**src/rtl/sa_autosa_csb_pkg.sv**
```systemverilog
// Shared CSB definitions for the CMAC register-access arbiters.
// Holds payload widths, request field positions and the helper that decides
// whether a request will be answered by a response on the cmac2csb channel.
package sa_autosa_csb_pkg;

  localparam int CSB_REQ_PD_W        = 63;
  localparam int CSB_RSP_PD_W        = 34;
  localparam int CSB_REQ_WRITE_BIT   = 54;
  localparam int CSB_REQ_NPOSTED_BIT = 55;

  typedef logic [CSB_REQ_PD_W-1:0] csb_req_pd_t;
  typedef logic [CSB_RSP_PD_W-1:0] csb_rsp_pd_t;

  // Reads and non-posted writes are answered; posted writes are fire-and-forget.
  function automatic logic csb_needs_resp(input csb_req_pd_t pd);
    return !pd[CSB_REQ_WRITE_BIT] || pd[CSB_REQ_NPOSTED_BIT];
  endfunction

endpackage

```
**src/rtl/sa_autosa_csb_owner_fifo.sv**
```systemverilog
// Owner FIFO: records which requester issued each response-bearing CSB
// request so that in-order responses can be steered back to it.
// Ports:
//   autosa_core_clk / autosa_core_rstn : clock, async active-low reset
//   push, push_id                      : enqueue the requester id
//   pop                                : dequeue the head entry
//   head_id                            : id at the head of the queue
//   empty, full                        : occupancy flags
//   cnt                                : number of stored entries
// The caller guarantees no push when full and no pop when empty.
module sa_autosa_csb_owner_fifo
  import sa_autosa_csb_pkg::*;
#(
  parameter int OST_DEPTH = 4,
  parameter int OST_AW    = $clog2(OST_DEPTH)
) (
  input  logic              autosa_core_clk,
  input  logic              autosa_core_rstn,
  input  logic              push,
  input  logic              push_id,
  input  logic              pop,
  output logic              head_id,
  output logic              empty,
  output logic              full,
  output logic [OST_AW:0]   cnt
);

  logic [OST_DEPTH-1:0] mem;
  logic [OST_AW-1:0]    wr_ptr;
  logic [OST_AW-1:0]    rd_ptr;

  always_ff @(posedge autosa_core_clk or negedge autosa_core_rstn) begin
    if (!autosa_core_rstn) begin
      wr_ptr <= '0;
      rd_ptr <= '0;
      cnt    <= '0;
    end else begin
      if (push) wr_ptr <= wr_ptr + 1'b1;
      if (pop)  rd_ptr <= rd_ptr + 1'b1;
      case ({push, pop})
        2'b10:   cnt <= cnt + 1'b1;
        2'b01:   cnt <= cnt - 1'b1;
        default: cnt <= cnt;
      endcase
    end
  end

  // Storage carries no reset; entries are only read after being written.
  always_ff @(posedge autosa_core_clk) begin
    if (push) mem[wr_ptr] <= push_id;
  end

  assign head_id = mem[rd_ptr];
  assign empty   = (cnt == '0);
  // Depth is a power of two, so the count MSB alone marks "full".
  assign full    = cnt[OST_AW];

endmodule

```
**src/rtl/sa_autosa_csb_arb.sv**
```systemverilog
// Two-requester CSB arbiter in front of the CMAC register-access path.
// Port 0 is the host CSB master, port 1 the on-chip config sequencer. Granted
// requests go out through a single output register; the owner of every
// response-bearing request is queued so that in-order responses from
// cmac2csb are routed back to the right requester one cycle later.
// Ports:
//   autosa_core_clk / autosa_core_rstn : clock, async active-low reset
//   req{0,1}_pvld/prdy/pd              : requester request channels
//   csb2cmac_req_dst_pvld/prdy/pd      : shared downstream request channel
//   cmac2csb_resp_valid/pd             : downstream responses (no backpressure)
//   resp{0,1}_valid/pd                 : routed responses
//   ost_cnt                            : outstanding response-bearing requests
//   orphan_err                         : sticky, response with nothing outstanding
module sa_autosa_csb_arb
  import sa_autosa_csb_pkg::*;
#(
  parameter int OST_DEPTH = 4,
  parameter int OST_AW    = $clog2(OST_DEPTH)
) (
  input  logic                    autosa_core_clk,
  input  logic                    autosa_core_rstn,
  input  logic                    req0_pvld,
  output logic                    req0_prdy,
  input  logic [CSB_REQ_PD_W-1:0] req0_pd,
  input  logic                    req1_pvld,
  output logic                    req1_prdy,
  input  logic [CSB_REQ_PD_W-1:0] req1_pd,
  output logic                    csb2cmac_req_dst_pvld,
  input  logic                    csb2cmac_req_dst_prdy,
  output logic [CSB_REQ_PD_W-1:0] csb2cmac_req_dst_pd,
  input  logic                    cmac2csb_resp_valid,
  input  logic [CSB_RSP_PD_W-1:0] cmac2csb_resp_pd,
  output logic                    resp0_valid,
  output logic [CSB_RSP_PD_W-1:0] resp0_pd,
  output logic                    resp1_valid,
  output logic [CSB_RSP_PD_W-1:0] resp1_pd,
  output logic [OST_AW:0]         ost_cnt,
  output logic                    orphan_err
);

  logic        dst_vld_p1;
  csb_req_pd_t dst_pd_p1;
  logic        last_gnt;
  logic        resp0_vld_p1;
  logic        resp1_vld_p1;
  csb_rsp_pd_t resp_pd_p1;

  logic can_load;
  logic needs0, needs1;
  logic elig0, elig1;
  logic gnt0, gnt1, grant;
  logic push, push_id, pop;
  logic fifo_empty, fifo_full, head_id;

  // Arbitration is purely a function of requests, output-register state and
  // the registered outstanding count, so response arrival never reaches prdy.
  always_comb begin
    needs0   = csb_needs_resp(req0_pd);
    needs1   = csb_needs_resp(req1_pd);
    can_load = !dst_vld_p1 || csb2cmac_req_dst_prdy;
    elig0    = req0_pvld && (!needs0 || !fifo_full);
    elig1    = req1_pvld && (!needs1 || !fifo_full);
    // last_gnt == 1 means port 1 was served last, so port 0 wins a tie.
    // Grants are held off while reset is asserted.
    gnt0     = autosa_core_rstn && can_load && elig0 && (last_gnt || !elig1);
    gnt1     = autosa_core_rstn && can_load && elig1 && (!last_gnt || !elig0);
    grant    = gnt0 || gnt1;
    push     = (gnt0 && needs0) || (gnt1 && needs1);
    push_id  = gnt1;
    pop      = cmac2csb_resp_valid && !fifo_empty;
  end

  assign req0_prdy = gnt0;
  assign req1_prdy = gnt1;

  sa_autosa_csb_owner_fifo #(
    .OST_DEPTH (OST_DEPTH),
    .OST_AW    (OST_AW)
  ) u_owner_fifo (
    .autosa_core_clk  (autosa_core_clk),
    .autosa_core_rstn (autosa_core_rstn),
    .push             (push),
    .push_id          (push_id),
    .pop              (pop),
    .head_id          (head_id),
    .empty            (fifo_empty),
    .full             (fifo_full),
    .cnt              (ost_cnt)
  );

  // ---- stage p1: request output register and routed response register ----
  always_ff @(posedge autosa_core_clk or negedge autosa_core_rstn) begin
    if (!autosa_core_rstn) begin
      dst_vld_p1   <= 1'b0;
      last_gnt     <= 1'b1;
      resp0_vld_p1 <= 1'b0;
      resp1_vld_p1 <= 1'b0;
      orphan_err   <= 1'b0;
    end else begin
      if (can_load) dst_vld_p1 <= grant;
      if (grant)    last_gnt   <= gnt1;
      resp0_vld_p1 <= pop && !head_id;
      resp1_vld_p1 <= pop &&  head_id;
      if (cmac2csb_resp_valid && fifo_empty) orphan_err <= 1'b1;
    end
  end

  always_ff @(posedge autosa_core_clk) begin
    if (grant) dst_pd_p1  <= gnt1 ? req1_pd : req0_pd;
    if (pop)   resp_pd_p1 <= cmac2csb_resp_pd;
  end

  assign csb2cmac_req_dst_pvld = dst_vld_p1;
  assign csb2cmac_req_dst_pd   = dst_pd_p1;
  assign resp0_valid           = resp0_vld_p1;
  assign resp1_valid           = resp1_vld_p1;
  assign resp0_pd              = resp_pd_p1;
  assign resp1_pd              = resp_pd_p1;

endmodule
```
**config.mk**
```make
export PLATFORM = sky130hd
export DESIGN_NAME = sa_autosa_csb_arb
export DESIGN_NICKNAME = d
export VERILOG_FILES = /design/src/rtl/sa_autosa_csb_pkg.sv /design/src/rtl/sa_autosa_csb_owner_fifo.sv /design/src/rtl/sa_autosa_csb_arb.sv
export SDC_FILE = /design/constraint.sdc
export NUM_CORES = 1
export LEC_CHECK = 0
export BUFFER_PORTS_ARGS = -buffer_cell sky130_fd_sc_hd__buf_2
export CAP_MARGIN = 20
export CORE_MARGIN = 2
export CORE_UTILIZATION = 35
export DETAILED_ROUTE_END_ITERATION = 8
export GPL_ROUTABILITY_DRIVEN = 0
export HOLD_SLACK_MARGIN = 0.1
export PLACE_DENSITY = 0.67
export SYNTH_ARGS = -nofsm -noshare
export SYNTH_HDL_FRONTEND = slang
export SYNTH_HIERARCHICAL = 1
export SYNTH_SLANG_ARGS = --single-unit
export TNS_END_PERCENT = 100
```
**constraint.sdc**
```tcl
create_clock -name autosa_core_clk -period 4.6 [get_ports autosa_core_clk]
set_input_delay 0 -clock autosa_core_clk [delete_from_list [all_inputs] [get_ports autosa_core_clk]]
set_output_delay 0 -clock autosa_core_clk [all_outputs]
set_load 0.05 [all_outputs]
```
==> summary.txt, run 1 <==
CTS
  • CTS sink cnt: 113
  • Clock tree root driver cell: clkbuf_16
  • CTS Buf Count: 17
  • CTS resizes: 0
  • Post-CTS setup buffers: 0
  • H-tree depth: 4
  • Hold-fix buffers, CTS: 150
  • CTS max path bufs: 2

Place
  • Placed cell count: 714
  • PortBufs: between 300 and 400
  • DP HPWL: between 8 and 9 mm

Synthesis
  • Post-Syn Nets: 443
  • Synth Register Bits: about 110
  • Mapped cell area: ~4800 um^2
  • Mux contribution to synthesized area: 0.155
  • Post-synthesis cell count: 271
  • Compound-Gate Fraction of Synth Area: 0.0189
  • Post-Synth Adder-Cell Area: 0.0173
  • Synth Area in Simple Gates: 0.0238
  • Yosys warns: 6
  • Synth Area in XOR/XNOR: 0.0110
  • Distinct cells, synth: 30
  • Avg Cell Area, Syn: approximately 18 um^2
  • Sequential element share of the synthesized area: 0.698
  • Combinational family with the most area after synthesis: multiplexers

Floorplan
  • Ports: 306
  • Row Count: 42
  • Die width: 121 um
  • Die height: between 100 and 150 um
  • Initial Util: 0.359

Status
  • Stopped at: 4_1_cts
  • Status: stopped before the end
  • Err: [ERROR RSZ-0060] Max buffer count reached.
stage by stage:
stage	setup slack, ns	utilization	instance area [um^2]
after floorplan	0.562	-	4780
after global placement	2.32	0.469	6230
after detailed placement	2.25	0.469	6230
cells in the mapped netlist:
master / number / area, um^2
edfxtp_1: 101 / 3030
mux2_2: 60 / 676
buf_4: 35 / 263
dfrtp_1: 11 / 275
inv_1: 8 / 30.0
buf_6: 6 / 67.6
and2_1: 5 / 31.3
ha_1: 5 / 62.6
nand2_1: 4 / 15.0
xor2_1: 4 / 35.0
a21oi_1: 3 / 15.0
mux2_1: 3 / 33.8
nor2_1: 3 / 11.3
nor2b_1: 3 / 18.8
a21o_1: 2 / 15.0
nand2b_1: 2 / 12.5
o21ai_0: 2 / 10.0
xnor2_1: 2 / 17.5
a211oi_4: 1 / 20.0
a21boi_1: 1 / 7.51
a31oi_1: 1 / 6.26
dfstp_2: 1 / 26.3
fa_1: 1 / 20.0
mux2i_1: 1 / 10.0
mux4_2: 1 / 22.5
nand2b_4: 1 / 13.8
nand4_1: 1 / 6.26
nor3_1: 1 / 5.00
o2111ai_1: 1 / 8.76
o21a_1: 1 / 7.51
cells by family after synthesis:
kind of cell | Yosys count
mux | 65
xor+xnor | 6
compound gates | 12
simple gates | 20
flops | 113
fa+ha+maj | 6
buf+inv | 49
==> run 2: changes to the inputs <==
- CORE_UTILIZATION: 35 -> 20
- HOLD_SLACK_MARGIN: 0.1 -> default
- PLACE_DENSITY: 0.67 -> default
- PLACE_DENSITY_LB_ADDON: default -> 0.15
==> run 2 against run 1 <==
  * The run now ends clean
  * Synthesized area did not move
  * Synthesized cell count is the same
==> summary.txt, run 2 <==
Synthesis
  • Area fraction of the dominant cell type after synthesis: 0.635
  • Compound-Gate Fraction of Synth Area: 0.0189
  • Post-synthesis cell count: 271
  • Sequential element share of the synthesized area: 0.698
  • Combinational family with the most area after synthesis: multiplexers
  • Post-Syn Nets: 443
  • Top cells by area, synth: edfxtp_1 (64%), mux2_2 (14%), dfrtp_1 (5.8%), buf_4 (5.5%), buf_6 (1.4%)
  • Area leader, netlist: edfxtp_1
  • Post-Synth Adder-Cell Area: 0.0173
  • Synth top cells by count: edfxtp_1 (101), mux2_2 (60), buf_4 (35)
  • Synth Register Bits: 113
  • Synth Area in Simple Gates: 0.0238
  • Mapped cell area: around 4800 um^2
  • Top-count cell post-synth: edfxtp_1
  • Post-synth ARST share: 0.106
  • Post-synth EDFFs: 101
  • Synth Area in XOR/XNOR: 0.0110
  • Top FF cell, synth: edfxtp_1
  • Yosys warns: 6
  • Avg Cell Area, Syn: 17.6 um^2
  • Mux contribution to synthesized area: 0.155
  • Distinct cells, synth: 30

Floorplan
  • Die width: 159 um
  • Ports: 306
  • Row Count: 56
  • Die height: 159 um
  • Initial Util: 0.203
  • Core footprint: 23500 um^2
  • Die area: 25100 um^2

Drt
  • Vias per inst: ~3.8
  • Violation count after the first detailed-routing iteration: 90
  • Total wire length: 14.4 mm
  • Routed Antenna Nets: 0
  • DRC: 0
  • First-pass DRT Iterations: 4
  • Via Count: between 3k and 4k
  • Drt wl/cell: 13.6 um

Worst setup path
  • Worst reg-to-reg path cell count: 6
  • Worst Setup Path Type: input pin to flip-flop
  • Crit Path Max Fanout: 42
  • CP Capture Type: flip-flop
  • Critical Path RT: 4.76 ns
  • Startpoint class of the critical path: input pin
  • Critical Path AT: between 3 and 4 ns

CTS
  • Worst-Skew Late Latency: between 0.4 and 0.5 ns
  • CTS sink cnt: 113
  • CTS max path bufs: 2
  • CTS Buf Count: 17
  • CTS clock-pin slew for the worst setup and hold paths: 0.06 ns
  • Clock tree root driver cell: clkbuf_16
  • Post-CTS setup buffers: 0
  • H-tree depth: 4
  • CTS tree: built

Global route
  • Number of global-route vias before repair: 4093
  • First-pass GRT wire length: about 20 mm
  • Initial antenna violation count: 0
  • Largest net degree at the start of global routing: 43
  • Total GRT Usage: 0.110
  • Grt ovf: 0

Timing
  • Worst Tran Pin Value: 0.894 ns
  • Clock Skew: around 0.0078 ns
  • Final setup fails: 0
  • Period utilisation layout: 0.684
  • Setup TNS: 0 ns
  • Final hold viol count: 0
  • Worst rel slew slack: 0.402
  • RSZ-0062 raised after global routing: false
  • Tmin final: 3.15 ns
  • Highest clock rate: 318 MHz
  • Post-route setup slack: approximately 1.5 ns
  • Max Slew Vio Count: 0

Hold path
  • Worst Hold Class: input pin to flip-flop
  • Hold Crit Depth: 5

Place
  • Dpl ws: roughly 1.9 ns
  • DP HPWL: 9.78 mm
  • PortBufs: 305
  • Placed cell count: 858

Finish
  • Most common cell after layout, fill and taps aside: buf_2
  • Max reg flops: 63
  • Commonest cells after routing, fill and taps aside: buf_2 (305), dlygate4sd3_1 (165), edfxtp_1 (101)
  • Antenna diodes: 0
  • Fin cells: 1055
  • Final net count: between 800 and 900
  • Share of cells above drive strength 1: 0.553
  • Area growth, synth to finish: 81.9%

Pwr
  • Lkg Pwr: between 3 and 4 nW
  • Power Dens Cells: 495 nW/um^2
  • Worst VDD drop: 0.000224 V

Status
  • Status: finished clean

Job
  • Max-cap violations: 0
==> run 2: cell counts after synthesis <==
No cell type changed its count.
==> run 2: kinds of logic after synthesis <==
| group | after synthesis |
|---|---|
| DFF | 113 |
| muxes | 65 |
| buffers and inverters | 49 |
| and+or+nand+nor | 20 |
| AOI/OAI and AO/OA | 12 |
| xor gates and xnor gates | 6 |
| adders and majority gates | 6 |
==> run 2: final cells by class <==
class | instances | area (um^2)
Clock buffer | 18 | 439
Tap cell | 319 | 399
Sequential cell | 113 | 3330
Fill cell | 2271 | 14800
Timing Repair Buffer | 474 | 3210
Clock inverter | 14 | 179
Multi-Input combinational cell | 109 | 1100
Inverter | 8 | 30.0
==> run 2: path summary, 6_finish.rpt <==
check / startpoint / endpoint / slack (ns)
worst max-delay path: autosa_core_rstn / csb2cmac_req_dst_pd[2] / 1.45
worst min-delay path: req1_pvld / last_gnt / 0.11
worst max register to register: csb2cmac_req_dst_pvld / csb2cmac_req_dst_pd[2] / 1.92
worst min register to register: orphan_err / orphan_err / 0.46
max in group asynchronous: autosa_core_rstn / u_owner_fifo/wr_ptr[1] / 3.12
min in group asynchronous: autosa_core_rstn / u_owner_fifo/cnt[2] / 0.52
==> run 2: power by group <==
| part | internal [mW] | switching, mW | total (mW) |
|---|---|---|---|
| clock | 0.872 | 0.492 | 1.36 |
| sequential | 1.36 | 0.0950 | 1.45 |
| combinational | 0.477 | 1.01 | 1.49 |
==> run 2: worst max-delay path: stages <==
cell           delay (ns)
dlygate4sd3_1        0.52
dlygate4sd3_1        0.53
buf_2                0.25
nand2_1              0.24
a211oi_4             0.26
buf_4                0.48
mux2_2               0.40
dlygate4sd3_1        0.56
==> run 2: per-layer routing <==
| metal | up-vias | wire length, um | share of wire | global-route usage |
|---|---|---|---|---|
| li1 | 1882 | - | - | - |
| met3 | 16 | 1200 | 0.083 | 0.0419 |
| met2 | 213 | 7790 | 0.54 | 0.217 |
| met5 | - | 0 | 0 | 0 |
| met1 | 1888 | 5110 | 0.36 | 0.0986 |
| met4 | 0 | 277 | 0.019 | 0.0463 |
==> run 2: through the flow <==
| step | utilization | hold WS, ns | cell area, um^2 | total power [mW] |
|---|---|---|---|---|
| after detailed placement | 0.273 | -0.0805 | 6420 | 2.81 |
| after CTS | 0.370 | 0.0513 | 8690 | 4.37 |
| final | 0.370 | 0.114 | 8690 | 4.30 |
| after global placement | 0.273 | -0.0894 | 6420 | 2.79 |
| after floorplan | - | -0.296 | 4780 | 2.52 |
| after global routing | 0.370 | 0.0905 | 8690 | 4.51 |
==> run 2: what timing repair did <==
| item | in CTS | in global routing |
|---|---|---|
| hold buffers | 165 | 0 |
| resized for setup | 0 | 0 |
| hold endpoints to repair | 111 | 0 |
Note: power is estimated with default switching activity, not from simulation.
